==> src/rtl/rr_mux_arbiter.sv <==
// rr_mux_arbiter: round-robin arbiter driving a shared N:1 word mux and a
// single valid/ready output port. One requester is granted at a time; its
// word is latched into out_data and held until downstream accepts it.
//
// Ports:
//   clk        rising-edge clock
//   reset      asynchronous reset, active-high
//   req        per-requester request bits
//   data_in    packed request words, slice i = data_in[i*DATA_W +: DATA_W]
//   ack        one-cycle pulse on the bit of the requester whose word was accepted
//   out_valid  out_data holds a granted word
//   out_data   registered granted word
//   out_ready  downstream accept (handshake when out_valid && out_ready)
//   sel        index of the granted requester (mux select)
//   busy       high while a grant is outstanding
module rr_mux_arbiter #(
    parameter  int unsigned N      = 4,
    parameter  int unsigned DATA_W = 8,
    localparam int unsigned SEL_W  = $clog2(N)
) (
    input  logic                clk,
    input  logic                reset,
    input  logic [N-1:0]        req,
    input  logic [N*DATA_W-1:0] data_in,
    output logic [N-1:0]        ack,
    output logic                out_valid,
    output logic [DATA_W-1:0]   out_data,
    input  logic                out_ready,
    output logic [SEL_W-1:0]    sel,
    output logic                busy
);

    typedef enum logic {
        IDLE  = 1'b0,
        GRANT = 1'b1
    } state_t;

    state_t            state;
    state_t            state_n;
    logic [SEL_W-1:0]  ptr;
    logic [SEL_W-1:0]  ptr_n;
    logic [SEL_W-1:0]  sel_n;
    logic [N-1:0]      ack_n;
    logic              out_valid_n;
    logic [DATA_W-1:0] out_data_n;
    logic              busy_n;

    logic [DATA_W-1:0] words [N];
    logic              found;
    logic [SEL_W-1:0]  winner;
    int unsigned       scan_idx;
    logic [SEL_W-1:0]  scan_sel;

    // Unpack the requester words for the mux.
    always_comb begin
        for (int unsigned i = 0; i < N; i++) begin
            words[i] = data_in[i*DATA_W +: DATA_W];
        end
    end

    // Rotating priority search starting at ptr; the first hit wins.
    always_comb begin
        found    = 1'b0;
        winner   = '0;
        scan_idx = 0;
        scan_sel = '0;
        for (int unsigned k = 0; k < N; k++) begin
            scan_idx = 32'(ptr) + k;
            if (scan_idx >= N) begin
                scan_idx = scan_idx - N;
            end
            scan_sel = SEL_W'(scan_idx);
            if (!found && req[scan_sel]) begin
                found  = 1'b1;
                winner = scan_sel;
            end
        end
    end

    // Next-state and next-output logic.
    always_comb begin
        state_n     = state;
        ptr_n       = ptr;
        sel_n       = sel;
        ack_n       = '0;
        out_valid_n = out_valid;
        out_data_n  = out_data;
        busy_n      = busy;

        case (state)
            IDLE: begin
                out_valid_n = 1'b0;
                busy_n      = 1'b0;
                if (found) begin
                    out_data_n  = words[winner];
                    sel_n       = winner;
                    out_valid_n = 1'b1;
                    busy_n      = 1'b1;
                    state_n     = GRANT;
                end
            end
            GRANT: begin
                // Word and select are frozen until the handshake; the granted
                // index then becomes lowest priority.
                if (out_ready) begin
                    ack_n[sel]  = 1'b1;
                    ptr_n       = (sel == SEL_W'(N - 1)) ? '0 : sel + SEL_W'(1);
                    out_valid_n = 1'b0;
                    busy_n      = 1'b0;
                    state_n     = IDLE;
                end
            end
            default: begin
                state_n = IDLE;
            end
        endcase
    end

    // State and output registers.
    always_ff @(posedge clk or posedge reset) begin
        if (reset) begin
            state     <= IDLE;
            ptr       <= '0;
            sel       <= '0;
            ack       <= '0;
            out_valid <= 1'b0;
            out_data  <= '0;
            busy      <= 1'b0;
        end else begin
            state     <= state_n;
            ptr       <= ptr_n;
            sel       <= sel_n;
            ack       <= ack_n;
            out_valid <= out_valid_n;
            out_data  <= out_data_n;
            busy      <= busy_n;
        end
    end

endmodule

==> config.mk <==
export PLATFORM = sky130hd
export DESIGN_NAME = rr_mux_arbiter
export DESIGN_NICKNAME = d
export VERILOG_FILES = /design/src/rtl/rr_mux_arbiter.sv
export SDC_FILE = /design/constraint.sdc
export NUM_CORES = 1
export LEC_CHECK = 0
export ABC_AREA = 1
export BUFFER_PORTS_ARGS = -buffer_cell sky130_fd_sc_hd__buf_4
export CAP_MARGIN = 15
export CORE_ASPECT_RATIO = 1.75
export CORE_MARGIN = 8
export CORE_UTILIZATION = 42
export DETAILED_ROUTE_END_ITERATION = 8
export HOLD_SLACK_MARGIN = 0.12
export PLACE_DENSITY = 0.8
export SLEW_MARGIN = 10
export SYNTH_ARGS = -nofsm -noshare
export SYNTH_HDL_FRONTEND = slang
export SYNTH_SLANG_ARGS = --single-unit
==> constraint.sdc <==
create_clock -name clk -period 2.3 [get_ports clk]
set_clock_uncertainty 0.2 [all_clocks]
set_input_delay 0.23 -clock clk [delete_from_list [all_inputs] [get_ports clk]]
set_output_delay 0.23 -clock clk [all_outputs]
set_load 0.05 [all_outputs]
### Word-level counts from Yosys, hierarchy flattened

Index checks and enable logic that the tools add are counted.

* register bits after elaboration: 18
* bits in latches: 0
* RAM bits: 0
* bits in read-only memories: 0
* bits of input ports: 39
* output and inout bits: 16
* word-level logic and storage cells: 71
* memories kept: 0

* add/subtract/negate cells: 8
* multipliers: 0
* div/mod/pow operators: 0
* $lt $le $gt $ge: 11
* equality and inequality tests: 2
* shift-type cells: 0
* muxes and demuxes: 33
* bitwise gates (word level): 2
* reduce and logical (&&, ||, !) cells: 9

Operators by type and width (count)
* 2-to-1 mux 2 bit: 9
* binary-select mux 8 bit (select 2 bit): 1
* 2-to-1 mux 8 bit: 2
* less-than comparator 2 x 3 -> 1 bit (second input constant): 5
* >= comparator 3 bit (second input constant): 4
* 2-to-1 mux 1 bit: 12
* binary-select mux 1 bit (select 2 bit): 4
* 2-to-1 mux 4 bit: 2
* subtractor 2 x 1 -> 2 bit (second input constant): 4
* adder 2 x 2 -> 3 bit (second input constant): 2
* logical AND 1 bit: 4
* one-hot mux 1 bit (2 select lines): 2
* AND reduction 2 bit: 2
* adder 2 x 1 -> 3 bit (second input constant): 1
* >= comparator 2 x 3 -> 1 bit (second input constant): 1
* logical NOT 1 bit: 3
* NOT 2 -> 3 bit: 1
* adder 2 x 1 -> 2 bit (second input constant): 1
* demux 1 bit (select 2 bit): 1
* == test 2 bit (second input constant): 1
* >= comparator 2 x 1 -> 1 bit (second input constant): 1
* != test 2 bit (second input constant): 1
* NOT 1 bit: 1

### Logic depth before layout (Yosys ltp)

* depth in word-level cells: 18
* depth in mapped cells: 16
* depth with buffers taken out: 14

### Worst setup path after synthesis

OpenSTA, ideal clock, no wires.

* kind: register -> register
* start: reg ptr[0]
* end: reg out_data[0]
* library setup time: 0.118 ns
* arrival: 1.559 ns
* required time: 1.982 ns
* path slack: 0.423 ns
* cell stages (with the launch flop): 15
* buffers on the path: 2
* period minus slack after synthesis: 1.877 ns
* cell sequence: dfrtp_1 -> buf_6 -> inv_6 -> nand2_1 -> nand3_1 -> nand2_2 -> nor2_4 -> nand3_4 -> nand3_4 -> buf_6 -> nand2_1 -> nand3_1 -> nand2_1 -> nand2_1 -> nand2_1

* longest elaborated chain between the ends: 18
* elaborated cells between the ends (all ways): 42
* those cells by class: add/sub (7); order compare (4); mux (23); bitwise (1); reduce/logical (7)

RTL lines
* from (decl): RTL line 40 `logic [SEL_W-1:0] ptr;`
* from (signal assigned): RTL line 131 `ptr <= ptr_n;`
* branches (longest 18 deep; another with adder 2 x 1 -> 3 bit)
* to (signal assigned): RTL line 135 `out_data <= out_data_n;`
* to (decl): RTL line 27 `output logic [DATA_W-1:0] out_data,`

Parallel ways; which one is timed is not known. The select of a mux whose other input is x is not followed.
A chain may end at the register's enable or synchronous reset.

### Worst setup path after layout

* start: reg ptr[0]
* end: reg out_data[2]

The elaborated chain is that of the path after synthesis.

==> flow_summary.json <==
{
  "place.gp.congestion": 0.8519,
  "clkSinkCount": 18,
  "post_drt_wl_per_cell_um": 10.94,
  "max_stage_delay_ns": 0.50,
  "hold_start": "data_in[23]",
  "synth_edf_count": 0,
  "min_path_type": "primary input to flop",
  "die_w_um": 60.13,
  "cp_num_buf_inv": 2,
  "fillers": 315,
  "drc": 0,
  "path_delay_family": "simple AND/OR/NAND/NOR gates",
  "fin_crit_sh_pct": 87.60,
  "yosysTopAreaCellShare_pct": 31.47,
  "synth_cell_types": 22,
  "p_leak_nw": 1.194,
  "dieHeight_um": 93.23,
  "p_comb_share_pct": 73.8,
  "synthCells": 225,
  "worst-path-max-fanout": 10,
  "grt-busiest-layer": "met2",
  "ys_seq_area_share_pct": 31.47,
  "maxCapViolCount": 0,
  "drtIter0Drc": 37,
  "cts_inserted_buffers": 3,
  "p_sw_w": 0.001815,
  "start_util_pct": 43.01,
  "p_seq_share_pct": 18.3,
  "cp_slowest_cell": "dfrtp_2",
  "relSlewSlack_pct": 55.66,
  "antenna_found_initial": 0,
  "row_count": 28,
  "port_buffers": 54,
  "crit_path_start": "ptr[0]$_DFFE_PP0P_",
  "area_growth_pct": 36.19,
  "grt_pass1_wl_um": 5996,
  "vias": 1506,
  "final.min_clock_period_ns": 2.015,
  "finalHoldViolCount": 0,
  "start_kind": "flop",
  "max-clock-path-buffers": 2,
  "clockPowerShare_pct": 7.9,
  "ys_top_cells_by_count": "nand2_1, inv_1, nand3_1, dfrtp_1, nand4_1",
  "clk_latency_ns": 0.25,
  "fmax_mhz": 496.3,
  "dp_hpwl_um": 3015,
  "n_antenna_cell": 0,
  "status": "complete, no violations",
  "post-cts-setup-buffers": 0,
  "r2r_start": "ptr[0]$_DFFE_PP0P_",
  "switching_share_pct": 56.55,
  "cp_cell_sequence": "inv_6 -> nand2_1 -> nand3_1 -> nand2_2 -> nor2_4 -> nand3_1 -> nand3_1 -> nand2_2 -> inv_2 -> nand3_1 -> nand2_1 -> nand2_1 -> nand2_1",
  "worst_pin_slew_ns": 0.6643,
  "core_area_mm2": 0.003328,
  "async_flop_share_pct": 100.0,
  "cts_tree": "built",
  "drive_gt1_share_pct": 28.01,
  "ios": 55,
  "synth_warnings": 0,
  "rsz0062_at_grt": "false",
  "dieArea_mm2": 0.005606,
  "synth_nets": 268,
  "grt_use_met1_pct": 14.50,
  "gr-total-overflow": 0,
  "cts_max_level": 1,
  "yosysTopAreaCell": "dfrtp_1",
  "grt_usage_pct": 13.14,
  "ys_seq_elements": 18,
  "viasPerCell": 4.606,
  "critPathArrivalTime_ns": 2.01,
  "dr.pass1.iters": 4,
  "synth.area.top_cells": "dfrtp_1, nand2_1, inv_1, nand3_1, nand4_1",
  "setup_tns_ns": 0,
  "synth_area_per_cell_um2": 6.362,
  "vdd_ir_drop_max_mv": 0.8180,
  "totalWireLength_um": 3578,
  "grt_use_met2_pct": 24.01,
  "root_buffer": "clkbuf_8",
  "syn_area_mm2": 0.001431,
  "grt_max_degree": 20,
  "nNetsFinal": 326,
  "yosysMostFrequentCell": "nand2_1",
  "fin_util_pct": 58.57,
  "grtUsageMet3_pct": 1.238,
  "ant_nets": 0,
  "ys.flop_type": "dfrtp_1",
  "grt_pass1_vias": 1493,
  "p_int_w": 0.001395,
  "setup_viol": 0,
  "critPathKind": "flop to flop",
  "worst_setup_path_end_kind": "flop",
  "power.density_mw_per_mm2": 1647,
  "worstPathRequired_ns": 2.29,
  "clk_pin_slew_worst_paths_ns": 0.07,
  "drv_slew": 0
}
==> flip-flops by register name, summed over array words and instances, names as in the netlist <==
register,count
out_data,8
busy,1
state,1
ack,4
sel,2
ptr,2
==> final cells by class <==
class / instances / area (um2) / area share, %
clock buffers: 4 / 55.05 / 2.824
inverters: 50 / 192.7 / 9.884
multi-input cells: 150 / 738.2 / 37.87
flip-flops and latches: 18 / 451.7 / 23.17
well taps: 45 / 56.30 / 2.888
repair buffers: 60 / 455.4 / 23.36
==> placed cells by master (no fill, tap or decap) <==
| master | Yosys | final |
|---|---|---|
| nand2_1 | 81 | 81 |
| clkbuf_8 | 0 | 4 |
| a21oi_1 | 3 | 3 |
| nor2_4 | 1 | 1 |
| nor2_2 | 1 | 1 |
| nor2_1 | 7 | 7 |
| nand3_1 | 23 | 23 |
| o21ai_0 | 3 | 3 |
| inv_1 | 45 | 45 |
| dlygate4sd3_1 | 0 | 2 |
| nand3_2 | 1 | 1 |
| o21a_1 | 1 | 1 |
| nand2_2 | 6 | 6 |
| nand4_1 | 14 | 14 |
| dfrtp_1 | 18 | 17 |
| buf_4 | 1 | 58 |
| o21ai_1 | 2 | 2 |
| ha_1 | 4 | 4 |
| nand3_4 | 2 | 2 |
| inv_6 | 1 | 1 |
| inv_2 | 4 | 4 |
| dfrtp_2 | 0 | 1 |
| o21bai_1 | 1 | 1 |
==> metrics by stage <==
stage	power (W)	area, um2	cells	setup WS (ns)	hold WS [ns]
after CTS	0.003232	1948	327	0.1836	0.1271
final	0.003210	1949	327	0.2852	0.1287
after global placement	0.002937	1873	321	0.2440	0.1631
after global routing	0.003512	1949	327	0.05807	0.1607
after detailed placement	0.002963	1873	321	0.2125	0.1669
after floorplan	0.002446	1431	225	0.4230	-0.03143
==> path summary, 6_finish.rpt <==
path	to	slack, ns	cells past startpoint
min in group asynchronous	ack[1]$_DFF_PP0_	0.44	3
max in group asynchronous	ptr[0]$_DFFE_PP0P_	0.99	3
setup / recovery	out_data[2]$_DFFE_PP0P_	0.29	13
hold / removal	out_data[7]$_DFFE_PP0P_	0.13	5
hold reg to reg	out_data[4]$_DFFE_PP0P_	0.28	2
setup reg to reg	out_data[2]$_DFFE_PP0P_	0.29	13
==> per-layer routing <==
layer | vias to the layer above | routed length, um
met1 | 662 | 1482
li1 | 801 | -
met5 | - | 0
met4 | 0 | 56
met2 | 39 | 1936
met3 | 4 | 103
==> tightest hold or removal path, delay by kind of cell <==
kind	cells	cell delay, ns
compound gates	1	0.07
simple gates	3	0.17
buf+inv	1	0.07
==> logic make-up (layout without fill, tap and decap cells) <==
group | after synthesis | after routing | share of synthesized area [%]
simple gates | 136 | 136 | 44.23
buf+inv | 57 | 114 | 16.96
flops | 18 | 18 | 31.47
compound gates | 10 | 10 | 3.846
fa+ha+maj | 4 | 4 | 3.497
==> power groups by stage <==
stage,Sequential [W],Combinational (W),Clock (W)
detailed placement,0.000589,0.00237,0
global placement,0.000592,0.00235,0
global route,0.000610,0.00263,0.000271
floorplan,0.000925,0.00152,0
CTS,0.000586,0.00239,0.000260
finish,0.000587,0.00237,0.000255
==> repair_timing <==
action	CTS	global route
hold buffers	2	0
gates resized for setup	0	1
endpoints found under the setup margin	0	7
hold endpoints to repair	19	0
No activity file was read; power rests on OpenSTA's default activity.
